--- config.mk ---
export PLATFORM = sky130hd
export DESIGN_NAME = audio_i2s_transmitter
export DESIGN_NICKNAME = d
export VERILOG_FILES = /design/src/rtl/audio_i2s_transmitter.sv
export SDC_FILE = /design/constraint.sdc
export NUM_CORES = 1
export LEC_CHECK = 0
export CAP_MARGIN = 30
export CORE_MARGIN = 2
export CORE_UTILIZATION = 35
export CTS_BUF_LIST = sky130_fd_sc_hd__clkbuf_8
export CTS_CLUSTER_DIAMETER = 50
export CTS_CLUSTER_SIZE = 10
export DETAILED_ROUTE_END_ITERATION = 10
export GPL_ROUTABILITY_DRIVEN = 0
export GPL_TIMING_DRIVEN = 0
export SYNTH_ARGS = -nofsm -noshare
export SYNTH_HDL_FRONTEND = slang
export SYNTH_SLANG_ARGS = --single-unit
export TNS_END_PERCENT = 10
--- constraint.sdc ---
create_clock -name i_clk -period 4.1 [get_ports i_clk]
set_clock_uncertainty 0.1 [all_clocks]
set_input_delay 0.82 -clock i_clk [delete_from_list [all_inputs] [get_ports i_clk]]
set_output_delay 0.82 -clock i_clk [all_outputs]
set_load 0.01 [all_outputs]
--- src/rtl/audio_i2s_transmitter.sv ---
// I2S stereo transmitter: buffers 9-bit unsigned samples in a small FIFO and
// serialises each one as a 16-bit two's complement word on both channels.
module audio_i2s_transmitter #(
   parameter int BCLK_DIV   = 2,
   parameter int FIFO_DEPTH = 4
) (
   input  logic       i_clk,
   input  logic       i_rst_n,
   input  logic [8:0] i_sample,
   input  logic       i_valid,
   output logic       o_ready,
   output logic       o_bclk,
   output logic       o_lrclk,
   output logic       o_sdata,
   output logic       o_frame_stb,
   output logic       o_underrun
);

   localparam int DIV_W = (BCLK_DIV > 1) ? $clog2(BCLK_DIV) : 1;
   localparam int PTR_W = $clog2(FIFO_DEPTH);
   localparam int CNT_W = PTR_W + 1;
   localparam logic [DIV_W-1:0] DIV_TC    = DIV_W'(BCLK_DIV - 1);
   localparam logic [CNT_W-1:0] FIFO_FULL = CNT_W'(FIFO_DEPTH);

   function automatic logic [15:0] to_pcm16(input logic [8:0] s);
      return {~s[8], s[7:0], 7'b0000000};
   endfunction

   logic [8:0]       mem_q [FIFO_DEPTH];
   logic [PTR_W-1:0] wr_ptr_q, wr_ptr_d;
   logic [PTR_W-1:0] rd_ptr_q, rd_ptr_d;
   logic [CNT_W-1:0] count_q, count_d;
   logic [DIV_W-1:0] div_q, div_d;
   logic             bclk_q, bclk_d;
   logic [4:0]       bit_idx_q, bit_idx_d;
   logic [15:0]      word_q, word_d;
   logic             lrclk_q, lrclk_d;
   logic             sdata_q, sdata_d;
   logic             stb_q, stb_d;
   logic             urun_q, urun_d;

   logic             push_s;
   logic             pop_s;
   logic             fall_s;
   logic             load_s;
   logic [4:0]       new_idx_s;

   assign o_ready     = (count_q != FIFO_FULL);
   assign o_bclk      = bclk_q;
   assign o_lrclk     = lrclk_q;
   assign o_sdata     = sdata_q;
   assign o_frame_stb = stb_q;
   assign o_underrun  = urun_q;

   // Next-state logic: divider, frame sequencer, FIFO pointers.
   always_comb begin
      wr_ptr_d  = wr_ptr_q;
      rd_ptr_d  = rd_ptr_q;
      count_d   = count_q;
      div_d     = div_q;
      bclk_d    = bclk_q;
      bit_idx_d = bit_idx_q;
      word_d    = word_q;
      lrclk_d   = lrclk_q;
      sdata_d   = sdata_q;
      stb_d     = 1'b0;
      urun_d    = 1'b0;

      push_s    = i_valid && (count_q != FIFO_FULL);
      fall_s    = (div_q == DIV_TC) && bclk_q;
      new_idx_s = bit_idx_q + 5'd1;
      load_s    = fall_s && (new_idx_s == 5'd0);
      // Emptiness is judged before this cycle's push: no bypass path.
      pop_s     = load_s && (count_q != {CNT_W{1'b0}});

      if (div_q == DIV_TC) begin
         div_d  = {DIV_W{1'b0}};
         bclk_d = ~bclk_q;
      end else begin
         div_d  = div_q + DIV_W'(1);
      end

      if (fall_s) begin
         bit_idx_d = new_idx_s;
         lrclk_d   = (new_idx_s >= 5'd15) && (new_idx_s <= 5'd30);
         if (load_s) begin
            stb_d = 1'b1;
            if (pop_s) begin
               word_d = to_pcm16(mem_q[rd_ptr_q]);
            end else begin
               urun_d = 1'b1;
            end
         end else begin
            word_d = word_q;
         end
         // Both channels carry the same word, so the bit index folds mod 16.
         sdata_d = word_d[4'd15 - new_idx_s[3:0]];
      end else begin
         bit_idx_d = bit_idx_q;
      end

      if (push_s) begin
         wr_ptr_d = wr_ptr_q + PTR_W'(1);
      end else begin
         wr_ptr_d = wr_ptr_q;
      end
      if (pop_s) begin
         rd_ptr_d = rd_ptr_q + PTR_W'(1);
      end else begin
         rd_ptr_d = rd_ptr_q;
      end
      count_d = count_q + CNT_W'(push_s) - CNT_W'(pop_s);
   end

   // State registers with asynchronous reset.
   always_ff @(posedge i_clk or negedge i_rst_n) begin
      if (!i_rst_n) begin
         wr_ptr_q  <= {PTR_W{1'b0}};
         rd_ptr_q  <= {PTR_W{1'b0}};
         count_q   <= {CNT_W{1'b0}};
         div_q     <= {DIV_W{1'b0}};
         bclk_q    <= 1'b0;
         bit_idx_q <= 5'd31;
         word_q    <= 16'h0000;
         lrclk_q   <= 1'b0;
         sdata_q   <= 1'b0;
         stb_q     <= 1'b0;
         urun_q    <= 1'b0;
      end else begin
         wr_ptr_q  <= wr_ptr_d;
         rd_ptr_q  <= rd_ptr_d;
         count_q   <= count_d;
         div_q     <= div_d;
         bclk_q    <= bclk_d;
         bit_idx_q <= bit_idx_d;
         word_q    <= word_d;
         lrclk_q   <= lrclk_d;
         sdata_q   <= sdata_d;
         stb_q     <= stb_d;
         urun_q    <= urun_d;
      end
   end

   // Sample storage; contents survive reset, only pointers are cleared.
   always_ff @(posedge i_clk) begin
      if (push_s) begin
         mem_q[wr_ptr_q] <= i_sample;
      end
   end

endmodule

==> flow_metrics.env <==
export IMPL_status="finished clean"
export IMPL_hold_viol=0
export IMPL_cts_tree="yes"
export IMPL_whs_path_depth=1
export IMPL_reg2regPathDepth=14
export IMPL_multiInputGateArea_mm2=0.001042
export IMPL_ctsResizeCount=0
export IMPL_drc=0
export IMPL_min_delay_start="div_q"
export IMPL_min_to="div_q"
export IMPL_arrival_ps=3580
export IMPL_rsz0062_at_grt="no"
export IMPL_grt_pass1_vias=1796
export IMPL_worst_slew_margin_rel_pct=49.14
export IMPL_areaGrowthSynthToFinish_pct=15.65
export IMPL_n_antenna_cell=0
export IMPL_portBuffers=17
export IMPL_fmax_mhz=294.0
export IMPL_use_met1_pct=15.05
export IMPL_worstSetupStartpoint="bit_idx_q[0]"
export IMPL_rr_startpoint="bit_idx_q[0]"
export IMPL_syn_inst=203
export IMPL_path_clk_slew_ps=80
export IMPL_min_path_type="reg2reg"
export IMPL_r2r_end="count_q[2]"
export IMPL_yosysTopAreaCellShare_pct=34.85
export IMPL_fillers=843
export IMPL_vias=1691
export IMPL_ff_latch_area_mm2=0.001938
export IMPL_cts_buffers=9
export IMPL_start_kind="flop"
export IMPL_worst_pin_slew_ps=762.9
export IMPL_ys_dominant_reg_cell="edfxtp_1"
export IMPL_crit_type="reg2reg"
export IMPL_dp_hpwl_mm=3.497
export IMPL_initial_core_util_pct=35.74
export IMPL_grt_antenna_before_repair=0
export IMPL_nNetsFinal=253
export IMPL_tns_ps=0
export IMPL_power_density_mw_per_mm2=449.2
export IMPL_cts_buffer_depth=2
export IMPL_synth_area_leaders="edfxtp_1 (35%), dfrtp_1 (23%), mux4_2 (7.3%)"
export IMPL_io_pins=18
export IMPL_grt_busiest_layer="met2"
export IMPL_cap_violations=0
export IMPL_grt_max_degree=35
export IMPL_track_usage_pct=11.93
export IMPL_die_w_um=98.14
export IMPL_yosys_warnings=0
export IMPL_ys_seq_area_share_pct=62.48
export IMPL_rows=34
export IMPL_clkLatencyLatePin_ps=360
export IMPL_wirelength_mm=5.193
export IMPL_die_y_um=98.14
export IMPL_critPathCaptureType="flop"
export IMPL_reg2reg_slack_ps=700
export IMPL_htreeDepth=3
export IMPL_cp_required_ps=4280
export IMPL_drv_slew=0
export IMPL_met2_usage_pct=18.86
export IMPL_dr_pass1_iters=4
export IMPL_synth_distinct_cells=48
export IMPL_grt_pass1_wl_mm=8.728
export IMPL_gr_total_overflow=0
export IMPL_crit_fanout=10
export IMPL_peakVddDrop_uv=272.8
export IMPL_post_cts_setup_buffers=0
export IMPL_vias_per_cell=4.916
export IMPL_synth_edf_count=36
export IMPL_syn_cell_area_mm2=0.003102
export IMPL_p_leak_nw=1.405
export IMPL_ant_nets=0
export IMPL_period_share_pct=82.96
export IMPL_hold_worst_slack_ps=383.9
export IMPL_root_buffer="clkbuf_8"
export IMPL_cts_hold_buf=0
export IMPL_min_period_ps=3401
export IMPL_cts_sinks=70
export IMPL_setup_viol=0
export IMPL_drtIter0Drc=74
export IMPL_met3_usage_pct=3.865
export IMPL_drive_gt1_share_pct=19.49
export IMPL_core_area_mm2=0.008678
export IMPL_die_area_mm2=0.009631
export IMPL_synth_top_area_cell="edfxtp_1"
export IMPL_wl_per_cell_um=15.10
export IMPL_synthArstFlopShare_pct=48.57
export IMPL_synth_area_per_cell_um2=15.28
export IMPL_synth_seq_cells=70
export IMPL_synth_nets=225
==> registers in the layout (all words and copies together) (netlist names) <==
| name | count |
|---|---|
| div_q | 1 |
| o_underrun | 1 |
| mem_q | 36 |
| bit_idx_q | 5 |
| o_lrclk | 1 |
| count_q | 3 |
| wr_ptr_q | 2 |
| word_q | 16 |
| rd_ptr_q | 2 |
| o_frame_stb | 1 |
| o_sdata | 1 |
| o_bclk | 1 |
==> cells in the final DEF (no fill, tap or decap), types with 3 or more instances in the layout <==
cell type and instances:
mux2_1 3, and3_1 5, clkbuf_8 9, xor2_1 4, mux2_2 3, buf_2 3
o31ai_1 3, nor2_1 8, nand2_1 9, dfrtp_1 29, dfstp_2 5, nor2b_1 8
mux2i_1 3, nor4_1 3, and2_1 4, o21ai_0 4, xnor2_1 9, inv_6 4
clkbuf_1 3, buf_6 3, clkdlybuf4s50_1 16, mux4_2 10, ha_1 9, edfxtp_1 36
inv_1 11
==> power breakdown <==
group / switching (mW) / internal, mW
Combinational: 0.120 / 0.0847
Sequential: 0.0377 / 0.845
Clock: 0.292 / 0.232
==> through the flow <==
| stage | area (um^2) | power [mW] | util, % | cells | worst slack [ps] |
|---|---|---|---|---|---|
| after floorplan | 3102 | 1.027 | - | 203 | 1009 |
| after global placement | 3407 | 1.101 | 39.26 | 328 | 718.9 |
| after detailed placement | 3402 | 1.111 | 39.20 | 328 | 668.6 |
| after CTS | 3587 | 1.638 | 41.34 | 344 | 652.1 |
| after global routing | 3587 | 1.700 | 41.34 | 344 | 388.3 |
| final | 3587 | 1.611 | 41.34 | 344 | 698.5 |
==> layout make-up <==
| type | count | area share [%] |
|---|---|---|
| buffer | 9 | 2.232 |
| inverter | 11 | 1.151 |
| multi-input combinational | 113 | 29.05 |
| sequential | 70 | 54.03 |
| clock inverter | 7 | 1.709 |
| clock buffer | 9 | 3.453 |
| timing repair buffer | 17 | 4.604 |
| tap | 108 | 3.767 |
==> metal layers <==
layer	wire length, um	part of all wire (%)	up-vias
met5	0	0	-
met4	108	2.1	0
met3	199	3.8	9
met2	2459	47	30
met1	2425	47	844
li1	-	-	808
==> Yosys cell counts, types with 2 or more instances <==
library cell	number
edfxtp_1	36
dfrtp_1	29
inv_1	11
mux4_2	10
ha_1	9
nand2_1	9
xnor2_1	9
nor2_1	8
nor2b_1	8
and3_1	5
dfstp_2	5
and2_1	4
o21ai_0	4
xor2_1	4
buf_6	3
clkbuf_1	3
mux2_1	3
mux2_2	3
mux2i_1	3
nor4_1	3
o31ai_1	3
a211o_1	2
buf_2	2
maj3_1	2
nor3_1	2
==> worst max path at each step <==
stage,end,slack (ps),depth (start not counted)
2_1_floorplan,count_q[2],1010,14
3_3_place_gp,count_q[2],720,13
3_5_place_dp,count_q[2],670,14
4_1_cts,count_q[2],650,14
5_1_grt,count_q[2],390,14
6_report,count_q[2],700,14
==> cell families (layout without fill, tap and decap cells) <==
logic type | after synthesis | after routing | synth area share (%)
AOI/OAI and AO/OA | 23 | 23 | 5.729
xor gates and xnor gates | 13 | 13 | 3.671
DFF | 70 | 70 | 62.49
and+or+nand+nor | 45 | 45 | 8.390
adders and majority gates | 12 | 12 | 4.921
buffers and inverters | 20 | 53 | 3.913
muxes | 20 | 20 | 10.89
==> critical path, cell delays in order, from the launching register on <==
cell       delay (ps)
dfstp_2           410
ha_1              230
clkbuf_16         170
nor4b_4           260
a41oi_2           110
nor3_2            410
buf_6             210
buf_2             240
ha_1              260
inv_1              50
ha_1              130
inv_1              50
fa_1              380
xnor2_1           170
xnor2_1           140
(Power assumes the default switching activity.)
